[src/rtl/insn_prefetch_unit_pkg.sv]
// Shared definitions for the instruction prefetch unit: default geometry and the
// queue entry layout {pc, insn}.
package insn_prefetch_unit_pkg;

  localparam int LEN_INSN      = 32;
  localparam int MEM_INSN_ADDR = 10;
  localparam int QDEPTH        = 4;
  localparam int RESET_PC      = 0;

  typedef struct packed {
    logic [MEM_INSN_ADDR-1:0] pc;
    logic [LEN_INSN-1:0]      insn;
  } fetch_entry_t;

endpackage

[src/rtl/insn_fetch_fifo.sv]
// Fall-through FIFO for prefetched instructions: head is visible combinationally
// and reads as zero when empty. Flush empties it in one cycle.
module insn_fetch_fifo #(
  parameter int WIDTH = 42,
  parameter int DEPTH = 4
) (
  input  logic                       clk,
  input  logic                       rst,
  input  logic                       push,
  input  logic [WIDTH-1:0]           push_data,
  input  logic                       pop,
  input  logic                       flush,
  output logic [WIDTH-1:0]           head,
  output logic [$clog2(DEPTH):0]     count,
  output logic                       not_empty
);

  localparam int AW = $clog2(DEPTH);
  localparam int CW = AW + 1;

  logic [WIDTH-1:0] mem_r [DEPTH];
  logic [AW-1:0]    rd_ptr_r;
  logic [AW-1:0]    wr_ptr_r;
  logic [CW-1:0]    count_r;
  logic             pop_ok_s;

  assign pop_ok_s  = pop & (count_r != {CW{1'b0}});
  assign not_empty = (count_r != {CW{1'b0}});
  assign count     = count_r;
  assign head      = not_empty ? mem_r[rd_ptr_r] : {WIDTH{1'b0}};

  // Storage, pointers and occupancy; flush wins over push/pop.
  always_ff @(posedge clk or negedge rst) begin
    if (!rst) begin
      for (int i = 0; i < DEPTH; i++) mem_r[i] <= {WIDTH{1'b0}};
      rd_ptr_r <= {AW{1'b0}};
      wr_ptr_r <= {AW{1'b0}};
      count_r  <= {CW{1'b0}};
    end else if (flush) begin
      rd_ptr_r <= {AW{1'b0}};
      wr_ptr_r <= {AW{1'b0}};
      count_r  <= {CW{1'b0}};
    end else begin
      if (push) begin
        mem_r[wr_ptr_r] <= push_data;
        wr_ptr_r        <= wr_ptr_r + {{(AW-1){1'b0}}, 1'b1};
      end
      if (pop_ok_s) begin
        rd_ptr_r <= rd_ptr_r + {{(AW-1){1'b0}}, 1'b1};
      end
      count_r <= count_r + {{(CW-1){1'b0}}, push} - {{(CW-1){1'b0}}, pop_ok_s};
    end
  end

endmodule

[src/rtl/insn_prefetch_unit.sv]
// Instruction prefetch unit: issues reads to a 1-cycle synchronous memory, queues
// {pc, insn} pairs and hands them to decode. Optional counters under FETCH_STATS_EN.
module insn_prefetch_unit #(
  parameter int LEN_INSN      = insn_prefetch_unit_pkg::LEN_INSN,
  parameter int MEM_INSN_ADDR = insn_prefetch_unit_pkg::MEM_INSN_ADDR,
  parameter int QDEPTH        = insn_prefetch_unit_pkg::QDEPTH,
  parameter int RESET_PC      = insn_prefetch_unit_pkg::RESET_PC
) (
  input  logic                     clk,
  input  logic                     rst,
  input  logic                     fetch_en_i,
  input  logic                     redirect_i,
  input  logic [MEM_INSN_ADDR-1:0] redirect_pc_i,
  output logic                     mem_re_o,
  output logic [MEM_INSN_ADDR-1:0] mem_a_o,
  input  logic [LEN_INSN-1:0]      mem_q_i,
  output logic                     valid_o,
  input  logic                     ready_i,
  output logic [LEN_INSN-1:0]      insn_o,
  output logic [MEM_INSN_ADDR-1:0] pc_o,
  output logic [31:0]              stat_fetch_o,
  output logic [31:0]              stat_bubble_o
);
  import insn_prefetch_unit_pkg::*;

  localparam int EW = MEM_INSN_ADDR + LEN_INSN;
  localparam int CW = $clog2(QDEPTH) + 1;
  localparam logic [CW:0] QD = (CW+1)'(QDEPTH);

  logic [MEM_INSN_ADDR-1:0] pc_r;
  logic [MEM_INSN_ADDR-1:0] tag_r;
  logic                     inflight_r;
  logic                     issue_s;
  logic                     push_s;
  logic                     pop_s;
  logic                     valid_s;
  logic                     not_empty_s;
  logic [CW-1:0]            count_s;
  logic [CW:0]              occ_s;
  logic [EW-1:0]            head_s;

  // The in-flight word holds a slot, so a landing response can never overflow.
  assign occ_s    = {1'b0, count_s} + {{CW{1'b0}}, inflight_r};
  assign issue_s  = rst & fetch_en_i & ~redirect_i & (occ_s < QD);
  assign push_s   = inflight_r & ~redirect_i;
  assign valid_s  = not_empty_s & ~redirect_i;
  assign pop_s    = valid_s & ready_i;

  assign mem_re_o = issue_s;
  assign mem_a_o  = pc_r;
  assign valid_o  = valid_s;
  assign pc_o     = head_s[EW-1:LEN_INSN];
  assign insn_o   = head_s[LEN_INSN-1:0];

  // PC and in-flight tracking; a redirect kills the response due next cycle.
  always_ff @(posedge clk or negedge rst) begin
    if (!rst) begin
      pc_r       <= MEM_INSN_ADDR'(RESET_PC);
      tag_r      <= {MEM_INSN_ADDR{1'b0}};
      inflight_r <= 1'b0;
    end else if (redirect_i) begin
      pc_r       <= redirect_pc_i;
      inflight_r <= 1'b0;
    end else if (issue_s) begin
      pc_r       <= pc_r + {{(MEM_INSN_ADDR-1){1'b0}}, 1'b1};
      tag_r      <= pc_r;
      inflight_r <= 1'b1;
    end else begin
      inflight_r <= 1'b0;
    end
  end

  insn_fetch_fifo #(
    .WIDTH (EW),
    .DEPTH (QDEPTH)
  ) u_fifo (
    .clk       (clk),
    .rst       (rst),
    .push      (push_s),
    .push_data ({tag_r, mem_q_i}),
    .pop       (pop_s),
    .flush     (redirect_i),
    .head      (head_s),
    .count     (count_s),
    .not_empty (not_empty_s)
  );

`ifdef FETCH_STATS_EN
  logic [31:0] stat_fetch_r;
  logic [31:0] stat_bubble_r;

  // Delivered-instruction and starved-cycle counters; free-running, wrap.
  always_ff @(posedge clk or negedge rst) begin
    if (!rst) begin
      stat_fetch_r  <= 32'd0;
      stat_bubble_r <= 32'd0;
    end else begin
      if (pop_s) stat_fetch_r <= stat_fetch_r + 32'd1;
      if (ready_i & ~valid_s) stat_bubble_r <= stat_bubble_r + 32'd1;
    end
  end

  assign stat_fetch_o  = stat_fetch_r;
  assign stat_bubble_o = stat_bubble_r;
`else
  assign stat_fetch_o  = 32'd0;
  assign stat_bubble_o = 32'd0;
`endif

endmodule
[config.mk]
export PLATFORM = sky130hd
export DESIGN_NAME = insn_prefetch_unit
export DESIGN_NICKNAME = d
export VERILOG_FILES = /design/src/rtl/insn_prefetch_unit_pkg.sv /design/src/rtl/insn_fetch_fifo.sv /design/src/rtl/insn_prefetch_unit.sv
export SDC_FILE = /design/constraint.sdc
export NUM_CORES = 1
export LEC_CHECK = 0
export ABC_AREA = 1
export BUFFER_PORTS_ARGS = -buffer_cell sky130_fd_sc_hd__buf_2
export CAP_MARGIN = 0
export CELL_PAD_IN_SITES_DETAIL_PLACEMENT = 1
export CELL_PAD_IN_SITES_GLOBAL_PLACEMENT = 1
export CORE_MARGIN = 2
export CORE_UTILIZATION = 38
export DETAILED_ROUTE_END_ITERATION = 16
export PLACE_DENSITY = 0.74
export SYNTH_ARGS = -nofsm -noshare
export SYNTH_HDL_FRONTEND = slang
export SYNTH_SLANG_ARGS = --single-unit
export TNS_END_PERCENT = 5
[constraint.sdc]
create_clock -name clk -period 2.1 [get_ports clk]
set_clock_uncertainty 0.2 [all_clocks]
set_input_delay 0.525 -clock clk [delete_from_list [all_inputs] [get_ports clk]]
set_output_delay 0.525 -clock clk [all_outputs]
set_load 0.02 [all_outputs]
==> metrics.md <==
| Metric | Value |
|---|---|
| Status | `complete, but fails checks` |
| Failing checks | `negative setup slack` |
| WL met2 | `approximately 14,000 µm` |
| Core Util, Final | `0.469` |
| Power, Total | `0.0140 W` |
| # port buffers | `100` |
| Crit path cell chain | `buf_12, buf_8, nor2_1, nor2_1, o21ai_0, buf_4, a21oi_2, buf_4` |
| Finish-stage setup viols | `46` |
| Initial antenna violation count | `0` |
| Vias in the first global route | `8,518` |
| Post-synth EDFFs | `0` |
| Vias/cell | `4.98` |
| Die area | `27,200 µm²` |
| DRT Wirelength | `27,300 µm` |
| WP data arrival | `1.91 ns` |
| Worst-Margin Slew | `between 0.6 and 0.7 ns` |
| Switching pwr | `between 0.005 and 0.006 W` |
| CP Max Fanout | `13` |
| Share of total power in sequential cells | `0.348` |
| Die Ht | `between 150 and 200 µm` |
| Clock Path Buffers | `2` |
| Slew headroom | `0.561` |
| Core Area | `25,300 µm²` |
| Tcrit/Tclk final | `1.25` |
| Wirelength per Cell | `roughly 17 µm` |
| Post-Syn Area | `approximately 9800 µm²` |
| Flops & latches, synth | `196` |
| Period minus WS final | `~2.6 ns` |
| Die Width | `165 µm` |
| Slowest cell delay on critical path | `0.38 ns` |
| Internal Power | `0.00875 W` |
| Final RePlAce weighted congestion | `0.770` |
| Post-DP HPWL | `17,700 µm` |
| Seq/Total Area, Yosys | `0.499` |
| CP Capture Type | `output pin` |
| Final WS setup | `-0.531 ns` |
| CTS clk-pin slew, worst paths | `0.07 ns` |
| Residual DRC | `0` |
| # IOs | `165` |
| Maximum vdd drop | `0.532 mV` |
| Yosys warning count | `0` |
| Nets@finish | `1,349` |
| Clock Latency Late Sink | `0.44 ns` |
| Drt pass-1 iters | `4` |
| Met3 WL | `870 µm` |
| Overflow after GRT | `0` |
| Share of cells above drive strength 1 | `0.227` |
| Asr flop ratio synth | `1.00` |
| Syn_area_per_cell | `roughly 8.3 µm²` |
| Finished Layout Cells | `1,636` |
| Post-synth top area share | `0.499` |
| Final Hold Viols | `0` |
| Max Used Layer | `met4` |
| Sw Share | `0.377` |
| Setup TNS | `-17.03 ns` |
| Count of cell types in the netlist | `27` |
| Crit Path Category | `reg -> out` |
| Met1 wire length | `approximately 12,000 µm` |
| Ant. Diodes | `0` |
| RSZ-0062 raised after global routing | `yes` |
| Cells after Synth | `1,181` |
| Type of origin of the critical path | `flip-flop` |
| TritonCTS Buffers | `17` |
| Clock power share | `0.247` |
| Placed cell count | `1,598` |
| Critical path's slowest cell | `dfrtp_2` |
| Wire length of the first global-routing pass | `roughly 44,000 µm` |
| Vias | `8,144` |
| Crit path buffers/inverters | `4` |
| Gr usage total | `0.208` |
| HP Class | `in -> reg` |
| Final ANT Viol Nets | `0` |
| Pleak | `approximately 5.7 nW` |
| Largest net degree at the start of global routing | `100` |
| Leading area contributor after synthesis | `dfrtp_1` |
| Hold-fix buffers, CTS | `0` |
| Max-slew violations | `0` |
| Clk sinks | `196` |
| DRT iter0 DRCs | `~430` |
| CTS tree | `built` |
| Primary FF master, synth | `dfrtp_1` |
| Synth area leaders | `dfrtp_1 50%, nand2_1 9.1%, o21ai_0 8.5%, nor2_1 7.0%, buf_4 5.3%` |
| Family with the most delay on the worst path | `buffers and inverters` |
| Commonest cells in the netlist | `237 x nand2_1, 196 x dfrtp_1, 182 x nor2_1, 166 x o21ai_0, 69 x buf_4` |
| Max cap viols | `0` |
| Starting Density | `0.389` |
| Most frequent cell after synthesis | `nand2_1` |
| Row Count | `58` |
| FMAX | `380 MHz` |
| Pwr/cell area | `1180 nW/µm²` |
| Clk root buf | `clkbuf_16` |
| Place WS | `-0.0696 ns` |
| Max H-tree Level | `4` |
| Area delta synth->final | `20.7%` |
| CP Data Required Time | `roughly 1.4 ns` |
| Combinational share of power | `0.405` |
[worst register-to-register path: cells and delay by family, from the launching register on]
| family | cells | cell delay (ns) |
|---|---|---|
| flip-flops | 1 | 0.38 |
| AND/OR/NAND/NOR | 4 | 0.32 |
| buffers and inverters | 4 | 0.29 |
| adder cells (fa/ha/maj) | 3 | 0.85 |
[kinds of logic after synthesis]
family,count (synthesis),synth area share
buf+inv,206,0.129
flops,196,0.499
compound gates,316,0.177
other cells,1,0.000382
fa+ha+maj,9,0.0122
simple gates,451,0.181
xor+xnor,2,0.00178
[through the flow]
stage | instance area [µm²] | hold WS (ns)
6_report | 11900 | 0.105
5_1_grt | 11900 | 0.105
4_1_cts | 11700 | 0.0936
3_5_place_dp | 10700 | 0.268
3_3_place_gp | 10700 | 0.258
2_1_floorplan | 10100 | 0.0294
[repair_timing]
| action | 4_1_cts | 5_1_grt |
|---|---|---|
| endpoints found under the hold margin | 0 | 0 |
| pin swaps | 21 | 29 |
| endpoints found under the setup margin | 45 | 46 |
| gates resized for setup | 89 | 77 |
| buffers inserted | 2 | 2 |
| cloned | 3 | 1 |
[metal layers]
layer  up-vias  GRT usage
met2       156      0.364
met4         0     0.0510
met3        29     0.0369
li1       3905          -
met1      4054      0.266
met5         -          0
[cell usage in the layout, fill, tap and decap left out, drive strengths merged]
| cell | instances |
|---|---|
| o21ai | 271 |
| clkbuf | 24 |
| clkinv | 3 |
| bufbuf | 1 |
| nand3 | 23 |
| xor2 | 1 |
| clkinvlp | 4 |
| ha | 8 |
| fa | 1 |
| inv | 68 |
| conb | 64 |
| buf | 165 |
| a21oi | 43 |
| nand2 | 241 |
| xnor2 | 1 |
| bufinv | 3 |
| nor2 | 184 |
| a21boi | 2 |
| nand4 | 3 |
| dfrtp | 196 |
[state kept, by name, indices dropped and copies added, names as in the netlist]
register         cells
mem_a_o             10
u_fifo.mem_r       168
tag_r               10
inflight_r           1
u_fifo.rd_ptr_r      2
u_fifo.wr_ptr_r      2
u_fifo.count         3
[power groups by stage]
stage | sequential (W) | combinational (W) | clock [W]
final | 0.00489 | 0.00569 | 0.00346
after global routing | 0.00497 | 0.00625 | 0.00367
after CTS | 0.00486 | 0.00547 | 0.00351
after detailed placement | 0.00491 | 0.00475 | 0
after global placement | 0.00488 | 0.00464 | 0
after floorplan | 0.00482 | 0.00302 | 0
[final timing paths]
| path | slack (ns) | start | cells past startpoint | end |
|---|---|---|---|---|
| max | -0.53 | u_fifo.rd_ptr_r[0] | 8 | insn_o[0] |
| min | 0.11 | redirect_pc_i[6] | 3 | mem_a_o[6] |
| max reg2reg | -0.05 | u_fifo.count[2] | 11 | u_fifo.count[1] |
| min reg2reg | 0.28 | u_fifo.mem_r[26] | 2 | u_fifo.mem_r[26] |
| max in group asynchronous | 1.00 | rst | 3 | u_fifo.rd_ptr_r[1] |
| min in group asynchronous | 0.15 | rst | 3 | u_fifo.rd_ptr_r[0] |
[cell type report]
| type | count | area, µm² |
|---|---|---|
| Sequential cell | 196 | 4910 |
| Clock buffer | 22 | 474 |
| Clock inverter | 10 | 146 |
| Timing Repair Buffer | 168 | 1560 |
| Multi-Input combinational cell | 842 | 4080 |
| Fill cell | 3035 | 13400 |
| Tap cell | 330 | 413 |
| Inverter | 68 | 273 |
(Power assumes the default switching activity.)
